$ cat src/rtl/mem_stage.sv
// mem_stage: memory-access stage of a 5-stage MIPS pipeline.
// Drives a req/ack data-memory port with a wait-cycle timeout, resolves
// branch / jr redirects and registers the MEM/WB pipeline outputs.
//
// Handshake: dmem_req is held high until the access completes (dmem_req &
// dmem_ack in the same cycle) or times out. dmem_ack is sampled only while
// dmem_req is high, and the request attributes (dmem_we/addr/wdata) stay
// stable because upstream holds all *_in inputs while stall is high.
module mem_stage #(
    parameter int TIMEOUT = 16,
    parameter int CNT_W   = 5
) (
    input  logic        clk,
    input  logic        rst_n,
    input  logic        valid_in,
    input  logic        reg_write_in,
    input  logic        mem_read_in,
    input  logic        mem_write_in,
    input  logic        mem_to_reg_in,
    input  logic        branch_in,
    input  logic        jump_reg_in,
    input  logic        zero_in,
    input  logic [31:0] pc_in,
    input  logic [31:0] result_in,
    input  logic [31:0] data2_in,
    input  logic [4:0]  write_addr_in,
    output logic        dmem_req,
    output logic        dmem_we,
    output logic [31:0] dmem_addr,
    output logic [31:0] dmem_wdata,
    input  logic [31:0] dmem_rdata,
    input  logic        dmem_ack,
    output logic        stall,
    output logic        pc_src,
    output logic [31:0] pc_target,
    output logic        valid_out,
    output logic        reg_write_out,
    output logic        mem_to_reg_out,
    output logic [31:0] read_data_out,
    output logic [31:0] result_out,
    output logic [4:0]  write_addr_out,
    output logic        misalign_err,
    output logic        bus_err
);

    typedef enum logic {
        IDLE = 1'b0,
        BUSY = 1'b1
    } state_t;

    localparam logic [CNT_W-1:0] TIMEOUT_C = CNT_W'(TIMEOUT);

    state_t           state_q, state_d;
    logic [CNT_W-1:0] cnt_q, cnt_d;

    logic        valid_q, valid_d;
    logic        reg_write_q, reg_write_d;
    logic        mem_to_reg_q, mem_to_reg_d;
    logic [31:0] read_data_q, read_data_d;
    logic [31:0] result_q, result_d;
    logic [4:0]  write_addr_q, write_addr_d;
    logic        misalign_q, misalign_d;
    logic        bus_err_q, bus_err_d;

    logic mem_op;
    logic aligned;
    logic is_idle;
    logic is_busy;
    logic start;
    logic timeout_hit;
    logic req_raw;
    logic complete;

    assign mem_op      = valid_in & (mem_read_in | mem_write_in);
    assign aligned     = (result_in[1:0] == 2'b00);
    assign is_idle     = (state_q == IDLE);
    assign is_busy     = (state_q == BUSY);
    assign start       = is_idle & mem_op & aligned;
    assign timeout_hit = is_busy & (cnt_q == TIMEOUT_C);
    assign req_raw     = start | (is_busy & ~timeout_hit);

    // Request, stall and redirect are gated by rst_n so a reset in the middle
    // of an access drops them immediately rather than on the next edge.
    assign dmem_req   = rst_n & req_raw;
    assign stall      = dmem_req & ~dmem_ack;
    assign complete   = dmem_req & dmem_ack;
    assign dmem_we    = mem_write_in;
    assign dmem_addr  = result_in;
    assign dmem_wdata = data2_in;

    // jr wins over a taken branch when both are flagged.
    assign pc_src    = rst_n & valid_in & ~stall & ((branch_in & zero_in) | jump_reg_in);
    assign pc_target = jump_reg_in ? result_in : pc_in;

    // Access FSM: IDLE issues, BUSY counts wait cycles until ack or timeout.
    always_comb begin
        state_d = state_q;
        cnt_d   = cnt_q;
        case (state_q)
            IDLE: begin
                if (start & ~dmem_ack) begin
                    state_d = BUSY;
                    cnt_d   = CNT_W'(1);
                end
            end
            BUSY: begin
                // Timeout takes priority: an ack arriving on the abort cycle is ignored.
                if (timeout_hit) begin
                    state_d = IDLE;
                    cnt_d   = '0;
                end else if (dmem_ack) begin
                    state_d = IDLE;
                    cnt_d   = '0;
                end else begin
                    cnt_d = cnt_q + CNT_W'(1);
                end
            end
            default: begin
                state_d = IDLE;
                cnt_d   = '0;
            end
        endcase
    end

    // MEM/WB next value: pass the instruction through on completion or when
    // it needs no memory, otherwise insert a bubble and hold the data fields.
    always_comb begin
        valid_d      = 1'b0;
        reg_write_d  = 1'b0;
        mem_to_reg_d = mem_to_reg_q;
        read_data_d  = read_data_q;
        result_d     = result_q;
        write_addr_d = write_addr_q;
        misalign_d   = is_idle & mem_op & ~aligned;
        bus_err_d    = timeout_hit;
        if (complete | (~mem_op & ~stall)) begin
            valid_d      = valid_in;
            reg_write_d  = reg_write_in & valid_in;
            mem_to_reg_d = mem_to_reg_in;
            result_d     = result_in;
            write_addr_d = write_addr_in;
            if (complete & mem_read_in) begin
                read_data_d = dmem_rdata;
            end
        end
    end

    // State and pipeline registers with asynchronous active-low reset.
    always_ff @(posedge clk or negedge rst_n) begin
        if (!rst_n) begin
            state_q      <= IDLE;
            cnt_q        <= '0;
            valid_q      <= 1'b0;
            reg_write_q  <= 1'b0;
            mem_to_reg_q <= 1'b0;
            read_data_q  <= '0;
            result_q     <= '0;
            write_addr_q <= '0;
            misalign_q   <= 1'b0;
            bus_err_q    <= 1'b0;
        end else begin
            state_q      <= state_d;
            cnt_q        <= cnt_d;
            valid_q      <= valid_d;
            reg_write_q  <= reg_write_d;
            mem_to_reg_q <= mem_to_reg_d;
            read_data_q  <= read_data_d;
            result_q     <= result_d;
            write_addr_q <= write_addr_d;
            misalign_q   <= misalign_d;
            bus_err_q    <= bus_err_d;
        end
    end

    assign valid_out      = valid_q;
    assign reg_write_out  = reg_write_q;
    assign mem_to_reg_out = mem_to_reg_q;
    assign read_data_out  = read_data_q;
    assign result_out     = result_q;
    assign write_addr_out = write_addr_q;
    assign misalign_err   = misalign_q;
    assign bus_err        = bus_err_q;

endmodule

$ cat config.mk
export PLATFORM = sky130hd
export DESIGN_NAME = mem_stage
export DESIGN_NICKNAME = d
export VERILOG_FILES = /design/src/rtl/mem_stage.sv
export SDC_FILE = /design/constraint.sdc
export NUM_CORES = 1
export LEC_CHECK = 0
export ABC_CLOCK_PERIOD_IN_PS = 3900
export CORE_AREA = 5 5 120 122
export DETAILED_ROUTE_END_ITERATION = 16
export DIE_AREA = 0 0 125 127
export GPL_ROUTABILITY_DRIVEN = 0
export GPL_TIMING_DRIVEN = 0
export PLACE_DENSITY = 0.77
export SYNTH_ARGS = -nofsm -noshare
export SYNTH_HDL_FRONTEND = slang
export SYNTH_SLANG_ARGS = --single-unit
export TNS_END_PERCENT = 5
$ cat constraint.sdc
create_clock -name clk -period 3.9 [get_ports clk]
set_input_delay 0.78 -clock clk [delete_from_list [all_inputs] [get_ports clk]]
set_output_delay 0.78 -clock clk [all_outputs]
set_load 0.02 [all_outputs]
==> Implementation_results.wiki <==
{| class="wikitable"
! Metric !! Value
|-
| Internal power summed over all cells || 2220 uW
|-
| Area growth syn-to-layout || 83.4%
|-
| Master cell of the clock root buffer || sky130_fd_sc_hd__clkbuf_16
|-
| Maximum clock skew at final layout || 7.10 ps
|-
| Post-Synthesis Mean Instance Area || 13.4 sq um
|-
| Clk_lat worst skew || 330 ps
|-
| Most frequent standard cell in the layout excluding fill and tap cells || sky130_fd_sc_hd__clkdlybuf4s50_1
|-
| Commonest register cell after synthesis || sky130_fd_sc_hd__dfrtp_1
|-
| Post-synthesis cell count || 306
|-
| Critical path endpoint category || output pin
|-
| Post-layout nets || 748
|-
| Tmin final || 3480 ps
|-
| Maximum capacitance violations || 0
|-
| Max-slew headroom at the worst pin || 60.5%
|-
| Area of all placed cells without fillers || 0.00750 sq mm
|-
| Worst-path clk slew || 60 ps
|-
| Starting DRT DRC Count || 89
|-
| Reg-to-Reg Start || cnt_q[0]
|-
| Global-route wire length before repair || 20.5 mm
|-
| IO Count || 318
|-
| TritonCTS clock tree || built
|-
| Drt wl/cell || 16.8 um
|-
| Floorplan core area || 0.0131 sq mm
|-
| Commonest non-fill, non-tap cells in the layout || sky130_fd_sc_hd__clkdlybuf4s50_1, sky130_fd_sc_hd__mux2_2, sky130_fd_sc_hd__dfrtp_1
|-
| Post-placement worst setup slack || 368 ps
|-
| Share of total power consumed by net switching || 29.0%
|-
| Gr usage total || 16.0%
|-
| Total placed cells including tap cells || 767
|-
| Transition time at the pin with the least slew margin || 592 ps
|-
| Number of pins with negative max-slew slack in the final report || 0
|-
| Worst min path class || in2async
|-
| Detailed Route WL || 13.1 mm
|-
| Number of nets with antenna violations after routing || 0
|-
| Standard-cell row count || 42
|-
| Number of nets in the synthesized netlist || 452
|-
| Fmax achieved || 0.288 GHz
|-
| Starting utilization of the core area || 31.3%
|-
| Remaining design rule violation count || 0
|-
| Number of buffers inserted by port buffering || 284
|-
| Total via count in the routed design || 3445
|-
| Post-Place Cell Area || 0.00718 sq mm
|-
| Power density cells || 416 mW/mm^2
|-
| Type of origin of the critical path || primary input
|-
| Worst hold margin || 300 ps
|-
| Period utilization || 89.2%
|-
| Register area || 0.00200 sq mm
|-
| Number of flip-flops and latches in the synthesized netlist || 80
|-
| Relative contribution of combinational cells to total power || 36.8%
|-
| Setup slack, reg-to-reg || 1700 ps
|-
| Endpoint of the lowest-slack register-to-register path || result_out[1]
|-
| Run status || finished clean
|-
| Type of the worst setup path || in2out
|-
| Clock buffer depth || 2
|-
| Length in cells of the worst reg-to-reg path || 7
|-
| Post-synth EDFFs || 0
|-
| Via count of the first global-routing pass || 3902
|-
| Area of the die || 0.0159 sq mm
|-
| First-pass iteration count of the detailed router || 4
|-
| Detailed Place HPWL || 10.8 mm
|-
| Max VDD drop || 169 uV
|-
| Cell Area, Synth || 0.00409 sq mm
|-
| Sequential group share of total power || 34.1%
|-
| Crit-path max FO || 5
|-
| Yosys synthesis warning count || 0
|-
| Proportion of layout cells with a drive suffix above 1 || 32.3%
|-
| Required @ worst endpoint || 3120 ps
|-
| Number of inserted diodes || 0
|-
| Clk network pwr share || 29.2%
|-
| Sequential-to-total area share from yosys stat || 48.9%
|-
| Data arrival time of the critical path || 2700 ps
|-
| Vertical die dimension || 127 um
|-
| # fillers || 1071
|-
| Initial antenna violation count || 0
|-
| Footprint of the multi-input gates || 0.00148 sq mm
|-
| Largest net degree at the start of global routing || 76
|-
| Die Span X || 125 um
|-
| Crit path setup slack, layout || 422 ps
|-
| Sinks on the clock net || 80
|-
| CTS Buf Count || 9
|-
| Setup Viol. Count Final || 0
|-
| Post-synthesis async set-or-reset flop share || 100%
|-
| Post-layout instance count excluding filler cells || 782
|-
| RSZ-0062 raised after global routing || no
|-
| Average vias per placed instance || 4.41
|-
| Worst setup path start || valid_in
|-
| Static Leakage || 0.00314 uW
|-
| Final hold viol count || 0
|-
| Post-CTS Resized || 0
|-
| Sw power || 905 uW
|-
| Distinct cells, synth || 34
|-
| Quantity of hold-fixing buffers added after cts || 0
|-
| Buffer count from post-CTS setup fixing || 0
|-
| Depth of the CTS H-tree || 3
|-
| Gr ovfl total || 0
|}
[worst max-delay path, cell delays in order]
cell and delay [ps]:
sky130_fd_sc_hd__clkdlybuf4s50_1 590, sky130_fd_sc_hd__o21a_1 220, sky130_fd_sc_hd__nand3_1 110, sky130_fd_sc_hd__o21ai_0 170, sky130_fd_sc_hd__and2_1 180, sky130_fd_sc_hd__clkdlybuf4s50_1 640
[per-layer routing]
metal	global-route usage (%)	wire (um)	vias up
li1	-	-	1591
met4	6.12	292	0
met2	29.0	6790	193
met1	16.7	4660	1639
met5	0	0	-
met3	6.59	1380	22
[registers in the layout (all words and copies together), names as in the netlist]
register	cells
bus_err	1
cnt_q	5
is_busy	1
mem_to_reg_out	1
misalign_err	1
read_data_out	32
reg_write_out	1
result_out	32
valid_out	1
write_addr_out	5
[per-stage QoR]
stage          utilization, %  setup TNS, ps  power, uW
4_1_cts                  57.3              0       3170
5_1_grt                  57.3              0       3270
3_3_place_gp             54.7        -205150       2210
2_1_floorplan               -              0       1620
3_5_place_dp             54.9              0       2240
6_report                 57.3              0       3120
[cell type report]
class / instances / area share, %
well taps: 176 / 2.94
plain buffers: 77 / 7.96
inverters: 4 / 0.200
clock buffers: 12 / 3.42
multi-input cells: 145 / 19.7
flip-flops and latches: 80 / 26.7
clock inverters: 3 / 0.868
repair buffers: 285 / 38.2
[worst max-delay path by stage]
stage / endpoint / slack (ps) / cells past startpoint
final: stall / 420 / 6
after global routing: pc_src / 200 / 6
after CTS: pc_target[10] / 350 / 4
after detailed placement: pc_target[10] / 370 / 4
after global placement: dmem_req / -2050 / 3
after floorplan: pc_src / 1270 / 4
[logic make-up after synthesis]
group           Yosys count  synth area share [%]
xor+xnor                  1                 0.214
flops                    80                  48.9
fa+ha+maj                 2                 0.612
simple gates             23                  3.95
compound gates           17                  3.06
buf+inv                  81                  15.0
mux                     102                  28.3
[power by group through the flow]
stage / Combinational, uW / Sequential, uW / Clock [uW]
after floorplan: 370 / 1250 / 0
after global placement: 1140 / 1070 / 0
after detailed placement: 1160 / 1080 / 0
after CTS: 1160 / 1070 / 939
after global routing: 1210 / 1080 / 972
final: 1150 / 1060 / 910
[cells in the mapped netlist, types with 2 or more instances]
cell type                  number  share of area, %
sky130_fd_sc_hd__ha_1           2              0.61
sky130_fd_sc_hd__a21oi_1        4              0.49
sky130_fd_sc_hd__clkbuf_8       3               1.0
sky130_fd_sc_hd__a22o_1         2              0.43
sky130_fd_sc_hd__inv_1          4              0.37
sky130_fd_sc_hd__clkbuf_1       4              0.37
sky130_fd_sc_hd__mux2_1         2              0.55
sky130_fd_sc_hd__buf_4         66                12
sky130_fd_sc_hd__mux2_4         2              0.73
sky130_fd_sc_hd__nor3_1         3              0.37
sky130_fd_sc_hd__nand3_1        5              0.61
sky130_fd_sc_hd__o21ai_0        4              0.49
sky130_fd_sc_hd__mux2_2        98                27
sky130_fd_sc_hd__dfrtp_1       80                49
sky130_fd_sc_hd__nor2_1         5              0.46
sky130_fd_sc_hd__buf_6          4               1.1
No activity file was read; power rests on OpenSTA's default activity.
